==> config.mk <==
export PLATFORM = sky130hd
export DESIGN_NAME = cam_cfg_seq
export DESIGN_NICKNAME = d
export VERILOG_FILES = /design/src/rtl/cam_cfg_pkg.sv /design/src/rtl/cfg_delay_timer.sv /design/src/rtl/cam_cfg_seq.sv
export SDC_FILE = /design/constraint.sdc
export NUM_CORES = 1
export LEC_CHECK = 0
export CORE_ASPECT_RATIO = 1.2
export CORE_MARGIN = 1
export CORE_UTILIZATION = 45
export CTS_CLUSTER_DIAMETER = 30
export DETAILED_ROUTE_END_ITERATION = 6
export PLACE_DENSITY = 0.69
export SLEW_MARGIN = 0
export SYNTH_ARGS = -nofsm -noshare
export SYNTH_HDL_FRONTEND = slang
export SYNTH_SLANG_ARGS = --single-unit
==> constraint.sdc <==
create_clock -name i_clk -period 1.6 [get_ports i_clk]
set_input_delay 0.48 -clock i_clk [delete_from_list [all_inputs] [get_ports i_clk]]
set_output_delay 0.48 -clock i_clk [all_outputs]
set_load 0.005 [all_outputs]
==> src/rtl/cam_cfg_pkg.sv <==
// Shared types and constants for the camera register configuration sequencer
// and the config ROM that feeds it.
package cam_cfg_pkg;

  localparam int unsigned ADDR_W = 8;
  localparam int unsigned WORD_W = 16;
  localparam int unsigned BYTE_W = 8;

  localparam logic [WORD_W-1:0] CFG_END   = 16'hFFFF;
  localparam logic [WORD_W-1:0] CFG_DELAY = 16'hFFF0;

  typedef enum logic [2:0] {
    ST_FETCH,
    ST_WAIT_ROM,
    ST_DECODE,
    ST_ISSUE,
    ST_WAIT_BUS,
    ST_DELAY,
    ST_DONE,
    ST_ERROR
  } cfg_state_e;

  typedef struct packed {
    logic [BYTE_W-1:0] regaddr;
    logic [BYTE_W-1:0] value;
  } sccb_wr_t;

  // Reload value for a delay entry; the timer counts from here down to zero.
  function automatic int unsigned delay_cycles(input int unsigned clk_hz,
                                               input int unsigned delay_us);
    int unsigned cyc;
    cyc = (clk_hz / 32'd1_000_000) * delay_us;
    return (cyc > 0) ? cyc - 32'd1 : 32'd0;
  endfunction

endpackage

==> src/rtl/cfg_delay_timer.sv <==
// Loadable down-counter; emits a one-cycle expired pulse after reaching zero.
module cfg_delay_timer #(
  parameter int unsigned W = 8
) (
  input  logic         i_clk,
  input  logic         i_rstn,
  input  logic         i_clr,
  input  logic         i_load,
  input  logic [W-1:0] i_load_val,
  output logic         o_expired
);

  logic [W-1:0] cnt_q;
  logic         run_q;

  always_ff @(posedge i_clk or negedge i_rstn) begin
    if (!i_rstn) begin
      cnt_q     <= '0;
      run_q     <= 1'b0;
      o_expired <= 1'b0;
    end else begin
      o_expired <= 1'b0;
      if (i_clr) begin
        cnt_q <= '0;
        run_q <= 1'b0;
      end else if (i_load) begin
        cnt_q <= i_load_val;
        run_q <= 1'b1;
      end else if (run_q) begin
        if (cnt_q == '0) begin
          run_q     <= 1'b0;
          o_expired <= 1'b1;
        end else begin
          cnt_q <= cnt_q - W'(1);
        end
      end
    end
  end

endmodule

==> src/rtl/cam_cfg_seq.sv <==
// Walks a config ROM and turns each entry into an SCCB register write,
// a fixed delay, or end-of-sequence; NACKed writes are retried.
module cam_cfg_seq
  import cam_cfg_pkg::*;
#(
  parameter int unsigned CLK_HZ    = 25_000_000,
  parameter int unsigned DELAY_US  = 1000,
  parameter int unsigned MAX_RETRY = 3
) (
  input  logic              i_clk,
  input  logic              i_rstn,
  input  logic              i_restart,
  output logic [ADDR_W-1:0] o_rom_addr,
  input  logic [WORD_W-1:0] i_rom_data,
  output logic              o_sccb_valid,
  output logic [BYTE_W-1:0] o_sccb_reg,
  output logic [BYTE_W-1:0] o_sccb_dat,
  input  logic              i_sccb_ready,
  input  logic              i_sccb_done,
  input  logic              i_sccb_nack,
  output logic              o_busy,
  output logic              o_done,
  output logic              o_err
);

  localparam int unsigned DELAY_CYC = delay_cycles(CLK_HZ, DELAY_US);
  localparam int unsigned CNT_W     = (DELAY_CYC > 0) ? $clog2(DELAY_CYC + 1) : 1;
  localparam int unsigned RETRY_W   = (MAX_RETRY > 0) ? $clog2(MAX_RETRY + 1) : 1;

  cfg_state_e          state_q, state_d;
  logic [ADDR_W-1:0]   addr_q, addr_d;
  logic [WORD_W-1:0]   word_q, word_d;
  sccb_wr_t            req_q, req_d;
  logic                valid_q, valid_d;
  logic [RETRY_W-1:0]  retry_q, retry_d;
  logic                busy_q, busy_d;
  logic                done_q, done_d;
  logic                err_q, err_d;
  logic                tmr_load;
  logic                tmr_expired;
  logic                at_last;

  cfg_delay_timer #(.W(CNT_W)) u_delay (
    .i_clk      (i_clk),
    .i_rstn     (i_rstn),
    .i_clr      (i_restart),
    .i_load     (tmr_load),
    .i_load_val (CNT_W'(DELAY_CYC)),
    .o_expired  (tmr_expired)
  );

  assign at_last = (addr_q == '1);

  always_ff @(posedge i_clk or negedge i_rstn) begin
    if (!i_rstn) begin
      state_q <= ST_FETCH;
      addr_q  <= '0;
      word_q  <= '0;
      req_q   <= '0;
      valid_q <= 1'b0;
      retry_q <= '0;
      busy_q  <= 1'b1;
      done_q  <= 1'b0;
      err_q   <= 1'b0;
    end else begin
      state_q <= state_d;
      addr_q  <= addr_d;
      word_q  <= word_d;
      req_q   <= req_d;
      valid_q <= valid_d;
      retry_q <= retry_d;
      busy_q  <= busy_d;
      done_q  <= done_d;
      err_q   <= err_d;
    end
  end

  // Next-state and next-register values; restart overrides everything below.
  always_comb begin
    state_d  = state_q;
    addr_d   = addr_q;
    word_d   = word_q;
    req_d    = req_q;
    valid_d  = valid_q;
    retry_d  = retry_q;
    tmr_load = 1'b0;

    case (state_q)
      ST_FETCH:    state_d = ST_WAIT_ROM;
      ST_WAIT_ROM: begin
        word_d  = i_rom_data;
        state_d = ST_DECODE;
      end
      ST_DECODE: begin
        if (word_q == CFG_END) begin
          state_d = ST_DONE;
        end else if (word_q == CFG_DELAY) begin
          tmr_load = 1'b1;
          state_d  = ST_DELAY;
        end else begin
          req_d   = sccb_wr_t'(word_q);
          valid_d = 1'b1;
          state_d = ST_ISSUE;
        end
      end
      ST_ISSUE: begin
        if (i_sccb_ready) begin
          valid_d = 1'b0;
          state_d = ST_WAIT_BUS;
        end
      end
      ST_WAIT_BUS: begin
        if (i_sccb_done) begin
          if (!i_sccb_nack) begin
            retry_d = '0;
            if (at_last) begin
              state_d = ST_DONE;
            end else begin
              addr_d  = addr_q + ADDR_W'(1);
              state_d = ST_FETCH;
            end
          end else if (retry_q == RETRY_W'(MAX_RETRY)) begin
            state_d = ST_ERROR;
          end else begin
            retry_d = retry_q + RETRY_W'(1);
            valid_d = 1'b1;
            state_d = ST_ISSUE;
          end
        end
      end
      ST_DELAY: begin
        if (tmr_expired) begin
          if (at_last) begin
            state_d = ST_DONE;
          end else begin
            addr_d  = addr_q + ADDR_W'(1);
            state_d = ST_FETCH;
          end
        end
      end
      ST_DONE, ST_ERROR: state_d = state_q;
      default:           state_d = ST_FETCH;
    endcase

    done_d = (state_d == ST_DONE);
    err_d  = (state_d == ST_ERROR);
    busy_d = !(done_d || err_d);

    if (i_restart) begin
      state_d  = ST_FETCH;
      addr_d   = '0;
      retry_d  = '0;
      valid_d  = 1'b0;
      done_d   = 1'b0;
      err_d    = 1'b0;
      busy_d   = 1'b1;
      tmr_load = 1'b0;
    end
  end

  assign o_rom_addr   = addr_q;
  assign o_sccb_valid = valid_q;
  assign o_sccb_reg   = req_q.regaddr;
  assign o_sccb_dat   = req_q.value;
  assign o_busy       = busy_q;
  assign o_done       = done_q;
  assign o_err        = err_q;

endmodule

# After elaboration in Yosys (flattened, before gate mapping)
# Cells that the tools add are included.
word_totals:
  latch_bits: 0
  register_bits: 66
  rom_bits: 0
  output_inout_bits: 28
  memories: 0
  ramBits: 0
classes:
  div: 0
  n_mul: 0
  addsub: 3
  n_shift: 0
  eq_ne: 23
  mux: 48
  reduce_logical: 15
  n_lt_le_gt_ge: 0
  bitwise_logic: 2
op_table:
  columns: ["cell", "n"]
  rows:
  - ["15-bit 2-to-1 mux", 4]
  - ["8-bit 2-to-1 mux", 5]
  - ["16-bit == test (second input constant)", 2]
  - ["3-bit 2-to-1 mux", 9]
  - ["3-bit != test (second input constant)", 9]
  - ["1-bit 2-to-1 mux", 22]
  - ["3-bit case mux with 7 select lines", 1]
  - ["3-bit == test (second input constant)", 6]
  - ["8-bit case mux with 2 select lines", 1]
  - ["15-bit logical NOT", 1]
  - ["15-bit by 1-bit subtractor with 15-bit output (second input constant)", 1]
  - ["2-bit 2-to-1 mux", 5]
  - ["8-bit by 1-bit adder with 8-bit output (second input constant)", 1]
  - ["8-bit == test (second input constant)", 1]
  - ["7-bit AND reduction", 1]
  - ["3-bit by 2-bit == test with 1-bit output (second input constant)", 2]
  - ["3-bit AND reduction", 2]
  - ["3-bit nonzero test", 2]
  - ["4-bit AND reduction", 1]
  - ["2-bit nonzero test", 2]
  - ["4-bit nonzero test", 1]
  - ["3-bit by 1-bit == test with 1-bit output (second input constant)", 1]
  - ["3-bit logical NOT", 1]
  - ["3-bit by 2-bit != test with 1-bit output (second input constant)", 1]
  - ["other kinds (8)", 9]

# Longest topological paths before layout
# Gate-level depths: netlist of run 1.
logic_depth:
  ltp_word: 9
  mapped_depth: 8
  depth_no_buf: 7

# Modules after synthesis
# From an unflattened synthesis of run 1, not the netlist that was laid out.
unflattened:
  cells_unflattened: 321
  area_unflattened_um2: 3525.9
by_module_without_submodules:
  columns: ["module", "cells_per_inst", "n_inst", "area_each_um2", "seq_area_each_um2"]
  rows:
  - ["cam_cfg_seq", 193, 1, 2383.5, 1227.4]
  - ["cfg_delay_timer", 128, 1, 1142.3, 425.4]

# Worst setup path after synthesis of run 1
# Ideal clock, no wire load.
synth_timing:
  path_type: "register to register"
  startpoint: "reg addr_q[0] (netlist: o_rom_addr[0])"
  endpoint: "reg addr_q[7] (netlist: o_rom_addr[7])"
  path_stages_with_launch: 7
  synth_period_minus_slack_ns: 1.755
  arrival_ns: 1.623
  path_buffers: 0
  setup_slack_ns: -0.155
  setup_ns: 0.132
  cell_sequence: "dfrtp_1 ha_1 and4_1 a22o_2 nor4_2 xnor2_1 nor2_1"
synth_via:
  elab_chain_len: 6
synth_lines:
  columns: ["item", "line_no", "source"]
  rows:
  - ["start: declaration", "cam_cfg_seq.sv:31", "logic [ADDR_W-1:0] addr_q, addr_d;"]
  - ["start signal: assignment", "cam_cfg_seq.sv:67", "addr_q <= addr_d;"]
  - ["8-bit by 1-bit adder with 8-bit output / 8-bit == test (equally long branches)", "cam_cfg_seq.sv:119, cam_cfg_seq.sv:136, cam_cfg_seq.sv:52", null]
  - ["8-bit 2-to-1 mux *", "cam_cfg_seq.sv:116, cam_cfg_seq.sv:133", null]
  - ["8-bit 2-to-1 mux", "cam_cfg_seq.sv:114", "if (!i_sccb_nack) begin"]
  - ["8-bit 2-to-1 mux", "cam_cfg_seq.sv:113", "if (i_sccb_done) begin"]
  - ["8-bit case mux with 2 select lines *", "cam_cfg_seq.sv:88", "case (state_q)"]
  - ["8-bit 2-to-1 mux *", "cam_cfg_seq.sv:149", "if (i_restart) begin"]
# Mark *: on every way between the ends. The rest lies on a longest branch, timed or not. The select of a mux whose other input is x is not followed.
# A chain may end at the register's enable or synchronous reset.

# Final worst setup path of run 1
layout_timing:
  startpoint: "reg u_delay.cnt_q[4]"
  endpoint: "reg u_delay.cnt_q[13]"
layout_via:
  elab_chain_len: 5
layout_lines:
  columns: ["item", "line_no", "source"]
  rows:
  - ["start: declaration", "cfg_delay_timer.sv:13", "logic [W-1:0] cnt_q;"]
  - ["start signal: assignment", "cfg_delay_timer.sv:27", "cnt_q <= i_load_val;"]
  - ["start signal: assignment", "cfg_delay_timer.sv:34", "cnt_q <= cnt_q - W'(1);"]
  - ["15-bit by 1-bit subtractor with 15-bit output", "cfg_delay_timer.sv:34", null]
  - ["15-bit 2-to-1 mux", "cfg_delay_timer.sv:30", "if (cnt_q == '0) begin"]
  - ["15-bit 2-to-1 mux", "cfg_delay_timer.sv:29", "end else if (run_q) begin"]
  - ["15-bit 2-to-1 mux", "cfg_delay_timer.sv:26", "end else if (i_load) begin"]
  - ["15-bit 2-to-1 mux", "cfg_delay_timer.sv:23", "if (i_clr) begin"]
# Parallel ways exist; a longest one is shown, timed or not. The select of a mux whose other input is x is not followed.

==> flow_summary_export.csv, run 1 <==
group,metric,value,unit
grt,grt_antenna_before_repair,0,
clocking,clock_path_buffers,2,
floorplanning,die_area,7299,µm²
critical_path,setup.worst_path.end_class,"flop",
sta,fin_tns_setup,-4.078,ns
yosys,synthArstFlopShare,100.0,%
place,io_buffers,49,
critical_path,r2r_end,"u_delay.cnt_q[13]",
run_status,status,"complete, but fails checks",
sta,post-route-period-util,111.7,%
pwr,pwr-share-clk,24.9,%
yosys,synthFlopType,"dfrtp_1",
floorplanning,pin_count,50,
route,vias,2698,
clocking,tritoncts,"yes",
critical_path,reg2reg_setup_slack,-0.19,ns
sta,max_freq,0.5595,GHz
final_layout,multi_input_area,1765,µm²
yosys,ys_seq_area_share,52.78,%
critical_path,rr_worst_depth,8,
sta,finalCriticalPeriod,1.787,ns
flow_run,maxCapViolations,0,
run_status,violations,"negative setup slack",
sta,setup_viol,47,
floorplanning,die_w,78.16,µm
critical_path,critPathLaunchType,"flop",
floorplanning,coreArea,6566,µm²
clocking,clk_latency,0.36,ns
route,drcViolationCount,0,
yosys,synth-adder-area-share,1.199,%
grt,grt_pass1_wl,12580,µm
final_layout,fillCellCount,450,
yosys,synth_cell_types,46,
final_layout,post-route-util,75.15,%
yosys,synth.avg_cell_area,11.22,µm²
pwr,share_seq_of_total_power,40.2,%
final_layout,final_cell_mix,"71 x buf_4, 64 x dfrtp_1, 33 x mux2_2",
final_layout,syn_to_final_growth,57.57,%
critical_path,r2r-start,"u_delay.cnt_q[4]",
sta,max_slew_margin,77.65,%
route,wire_per_inst,15.54,µm
final_layout,largest_register,"word_q",
clocking,root_buffer,"clkbuf_8",
route,drt_iter0_markers,108,
critical_path,arrival,2.03,ns
clocking,cts_buffers,9,
route,drt_pass1_iterations,4,
yosys,synth_edf_count,0,
critical_path,endpoint,"u_delay.cnt_q[13]",
place,pre_cts_ws,-0.5319,ns
final_layout,diodes,0,
yosys,synth_cells,279,
final_layout,regArea,1654,µm²
floorplanning,die_h,93.39,µm
yosys,netlist_area,3132,µm²
route,ant_nets,0,
floorplanning,initial_core_util,47.69,%
clocking,path_clk_slew,0.08,ns
sta,worst_clock_skew,0.01289,ns
yosys,synth-xor-area-share,5.314,%
clocking,cts.hold.buffers_added,0,
pwr,power_density,1210,nW/µm²
clocking,clkSinkCount,66,
pwr,p_sw_share,31.47,%
yosys,synth.mux.area_fraction,11.87,%
final_layout,finalNetCount,438,
route,wirelength,7819,µm
pwr,combPwrFrac,34.8,%
critical_path,crit_type,"flop to flop",
grt,grt_max_degree,44,
pwr,p_sw,1879,µW
sta,hold_violations,0,
sta,drv_slew,0,
pwr,internal_power,4090,µW
critical_path,worstSetupStartpoint,"u_delay.cnt_q[4]",
yosys,synth-simple-area-share,18.58,%
yosys,synth_fp_nets,304,
worst_hold_path,min_path_type,"input port to asynchronous set/reset pin",
pwr,p_leak,0.002218,µW
final_layout,drive_above_1_share,45.69,%
critical_path,worst_ep_required_time,1.84,ns
clocking,htree_levels,3,
grt,overflow,0,
final_layout,reg_top3,"word_q (16), u_delay.cnt_q (15)",
route,vias_per_cell,5.364,
yosys,synth_compound_area_share,7.551,%
place,gp_congestion,0.8325,
sta,rsz0062_at_grt,"yes",
yosys,ys_warn_count,0,
grt,grt_use_total,22.84,%
final_layout,largest_register_ffs,16,
yosys,synth_top_family_by_area,"simple AND/OR/NAND/NOR gates",
final_layout,final_common_cell,"buf_4",
pwr,irDropWorstVdd,1149,µV
yosys,yosys_register_bits,66,
sta,fin_ws,-0.1873,ns
grt,grt_pass1_vias,2742,
sta,tightest_slew,0.3338,ns
critical_path,cp_max_fo,3,
place,hpwl,4781,µm
floorplanning,fp-row-count,32,
## cell families after synthesis
logic type / after synthesis
adders and majority gates: 3
buffers and inverters: 19
AOI/OAI and AO/OA: 35
xor gates and xnor gates: 19
and+or+nand+nor: 104
DFF: 66
muxes: 33
## power by group through the flow
stage          clock network (µW)  logic, µW  registers, µW
6_report                     1490       2080           2400
2_1_floorplan                   0       1110           2410
3_3_place_gp                    0       2040           2420
4_1_cts                      1520       1960           2410
3_5_place_dp                    0       2060           2440
5_1_grt                      1580       2230           2470
## worst max-delay path, stage by stage, from the launching register on
cell and delay (ns):
dfrtp_1 0.40, buf_6 0.13, nor4_4 0.31, buf_4 0.18
a41oi_4 0.12, buf_6 0.16, nand4_1 0.09, xor2_1 0.20
a21oi_1 0.09
## cell usage after synthesis, types with 2 or more instances
library cell | n | share of area (%)
inv_1 | 7 | 0.84
o211ai_1 | 2 | 0.48
or4_1 | 2 | 0.48
buf_2 | 5 | 0.80
nand2b_1 | 2 | 0.40
clkbuf_1 | 6 | 0.72
mux2_2 | 33 | 12
xnor2_1 | 10 | 2.8
or3b_1 | 2 | 0.56
nand4_1 | 9 | 1.8
or3_1 | 2 | 0.40
a21oi_1 | 15 | 2.4
nor3_1 | 11 | 1.8
dfrtp_1 | 65 | 52
nor2b_1 | 6 | 1.2
nor4_2 | 4 | 1.6
nor2_1 | 30 | 3.6
o21ai_0 | 4 | 0.64
ha_1 | 3 | 1.2
a22oi_1 | 2 | 0.48
nor4_1 | 5 | 1.0
xor2_1 | 9 | 2.5
nand2_1 | 12 | 1.4
nand3_1 | 7 | 1.1
a41oi_1 | 3 | 0.84
nand4b_1 | 3 | 0.84
## routing by layer
layer	vias to the layer above	global-route usage, %	wire length (µm)
met5	-	0	0
met4	0	12.50	206
met1	1338	26.82	3322
met2	63	38.23	3959
met3	20	5.659	330
li1	1277	-	-
## final cells by class
cell class	count	share of cell area, %
tap	85	2.155
multi-input combinational	194	35.78
clock inverter	7	1.673
sequential	66	33.52
clock buffer	9	2.510
inverter	7	0.5325
timing repair buffer	135	23.83
## stage by stage
stage               power, µW  instances  hold slack (ns)  cell area (µm²)
finish                   5969        503           0.1030             4935
global route             6287        503           0.1101             4935
CTS                      5888        496          0.09729             4755
detailed placement       4505        456           0.4827             4198
global placement         4461        456           0.4848             4198
floorplan                3524        279           0.1844             3224
## what timing repair did
| item | in CTS | in global routing |
|---|---|---|
| cloned | 1 | 0 |
| resized for setup | 77 | 27 |
| setup buffers | 23 | 10 |
| endpoints found under the hold margin | 0 | 0 |
| pin swaps | 35 | 26 |
| endpoints found under the setup margin | 75 | 52 |
## how the worst min path moves through the flow
stage / cells past startpoint / to / start / slack [ns]
floorplan: 0 / o_done / i_rstn / 0.18
global placement: 2 / o_rom_addr[4] / i_rstn / 0.48
detailed placement: 1 / o_sccb_valid / o_sccb_valid / 0.48
CTS: 2 / o_rom_addr[4] / i_rstn / 0.1
global route: 2 / o_rom_addr[5] / i_rstn / 0.11
finish: 2 / o_rom_addr[4] / i_rstn / 0.10
No activity file was read; power rests on OpenSTA's default activity.
==> run 2, diff against run 1 <==
--- a/config.mk
+++ b/config.mk
@@ -7,10 +7,10 @@
 export LEC_CHECK = 0
 export CORE_ASPECT_RATIO = 1.2
 export CORE_MARGIN = 1
-export CORE_UTILIZATION = 45
+export CORE_UTILIZATION = 48
 export CTS_CLUSTER_DIAMETER = 30
 export DETAILED_ROUTE_END_ITERATION = 6
-export PLACE_DENSITY = 0.69
+export PLACE_DENSITY = 0.73
 export SLEW_MARGIN = 0
 export SYNTH_ARGS = -nofsm -noshare
 export SYNTH_HDL_FRONTEND = slang
==> run 2 against run 1 <==
Compared with the run above:
- the run still ends with negative setup slack left
- total power grew 2.2%
- maximum frequency rose by 0.24%
- sequential cell count is the same
- critical path depth shrank 2
- sequential share of layout area increased by 0.94 points
- final area is 2.8% lower
- die area shrank 6.1%
- critical path type unchanged
==> flow_summary_export.csv, run 2 (synthesis gave the netlist of run 1 again) <==
group,metric,value,unit
final_layout,syn_to_final_growth,53.14,%
critical_path,critPathLaunchType,"flop",
sta,setup_viol,46,
sta,rsz0062_at_grt,"yes",
clocking,tritoncts,"yes",
final_layout,final_cell_area,4796,µm²
place,place_area,4187,µm²
critical_path,rr_worst_depth,6,
pwr,internal_power,4285,µW
final_layout,final_common_cell,"dfrtp_1",
route,wire_per_inst,16.06,µm
sta,finalCriticalPeriod,1.783,ns
pwr,p_total,6100,µW
final_layout,post-route-util,77.76,%
final_layout,diodes,0,
route,vias,2671,
clocking,cts.hold.buffers_added,0,
sta,hold_violations,0,
clocking,clock_path_buffers,2,
pwr,p_leak,0.002161,µW
sta,fin_tns_setup,-4.191,ns
pwr,share_seq_of_total_power,39.6,%
pwr,p_sw_share,29.75,%
place,io_buffers,49,
critical_path,crit_type,"flop to flop",
sta,max_slew_margin,72.55,%
critical_path,setup.worst_path.end_class,"flop",
clocking,path_clk_slew,0.07,ns
route,drcViolationCount,0,
grt,grt_use_total,24.32,%
final_layout,largest_register,"word_q",
grt,grt_pass1_wl,12440,µm
grt,grt_max_degree,67,
route,wirelength,7803,µm
worst_hold_path,min_path_type,"input port to asynchronous set/reset pin",
clocking,clk_latency,0.35,ns
clocking,cts_buffers,9,
run_status,violations,"negative setup slack",
grt,overflow,0,
final_layout,fillCellCount,394,
grt,grt_antenna_before_repair,0,
final_layout,reg_top3,"word_q (16), u_delay.cnt_q (15)",
route,ant_nets,0,
final_layout,drive_above_1_share,42.08,%
critical_path,worstPathCellList,"or4_4 -> buf_6 -> nand2_4 -> a21oi_4 -> buf_6 -> mux2_4",
route,vias_per_cell,5.496,
sta,tightest_slew,0.4096,ns
place,gp_congestion,0.8359,
floorplanning,die_area,6853,µm²
route,drt_iter0_markers,73,
critical_path,critPathMostFrequentCell,"buf_6",
sta,worst_clock_skew,0.006069,ns
floorplanning,fp-row-count,31,
floorplanning,coreArea,6167,µm²
floorplanning,pin_count,50,
critical_path,slowest_stage,"or4_4",
pwr,irDropWorstVdd,1169,µV
place,pre_cts_ws,-0.5139,ns
critical_path,worst_ep_required_time,1.83,ns
critical_path,cp_max_fo,8,
clocking,clkSinkCount,66,
sta,post-route-period-util,111.4,%
clocking,htree_levels,3,
clocking,root_buffer,"clkbuf_8",
critical_path,arrival,2.02,ns
pwr,combPwrFrac,34.5,%
final_layout,largest_register_ffs,16,
pwr,p_sw,1814,µW
sta,drv_slew,0,
grt,grt_pass1_vias,2658,
run_status,status,"complete, but fails checks",
pwr,pwr-share-clk,26.0,%
pwr,power_density,1272,nW/µm²
final_layout,final_cell_mix,"65 x dfrtp_1, 57 x buf_4, 32 x mux2_2",
route,drt_pass1_iterations,4,
floorplanning,die_w,75.74,µm
sta,max_freq,0.5608,GHz
place,hpwl,4793,µm
critical_path,slowest_delay,0.58,ns
final_layout,finalNetCount,424,
sta,fin_ws,-0.1831,ns
flow_run,maxCapViolations,0,
floorplanning,initial_core_util,50.78,%
floorplanning,die_h,90.49,µm
==> run 2: critical path, delay by kind of cell (launching register included) <==
| family | cells | cell delay [ns] |
|---|---|---|
| compound gates | 1 | 0.06 |
| buf+inv | 2 | 0.29 |
| flops | 1 | 0.38 |
| mux | 1 | 0.30 |
| simple gates | 2 | 0.63 |
==> run 2: power groups by stage <==
| stage | Combinational [µW] | Sequential, µW | Clock, µW |
|---|---|---|---|
| final | 2100 | 2410 | 1580 |
| after global routing | 2250 | 2470 | 1660 |
| after CTS | 2050 | 2410 | 1600 |
| after detailed placement | 2080 | 2440 | 0 |
| after global placement | 2040 | 2420 | 0 |
| after floorplan | 1110 | 2410 | 0 |
==> run 2: timing repair <==
item                                    in CTS  in global routing
pin swaps                                   22                 26
endpoints found under the setup margin      72                 57
setup buffers                               13                  6
resized for setup                           67                 30
==> run 2: cell type report <==
class	count	area, µm²	area share [%]
well taps	82	102.6	2.139
inverters	7	26.28	0.5479
flip-flops and latches	66	1653	34.46
multi-input cells	194	1725	35.98
clock inverters	6	87.58	1.826
clock buffers	10	137.6	2.870
repair buffers	121	1064	22.18
==> run 2: path summary, 6_finish.rpt <==
check,startpoint,to,slack (ns)
worst max-delay path,word_q[2],o_sccb_dat[4],-0.18
worst min-delay path,i_rstn,o_rom_addr[3],0.13
worst max register to register,word_q[2],o_sccb_dat[4],-0.18
worst min register to register,o_sccb_valid,o_sccb_valid,0.50
max in group asynchronous,i_rstn,o_busy,1.16
min in group i_clk,o_sccb_valid,o_sccb_valid,0.50
==> run 2: routing by layer <==
layer | vias up | track usage, % | share of wire (%)
met1 | 1344 | 30.33 | 43
met3 | 18 | 4.911 | 3.2
met5 | - | 0 | 0
met2 | 60 | 40.40 | 52
met4 | 0 | 9.722 | 2.3
li1 | 1249 | - | -
==> run 2: per-stage QoR <==
stage	hold slack [ns]	cells
after floorplan	0.1844	279
after detailed placement	0.4910	452
after global placement	0.4798	452
after global routing	0.1706	486
after CTS	0.1593	480
final	0.1285	486
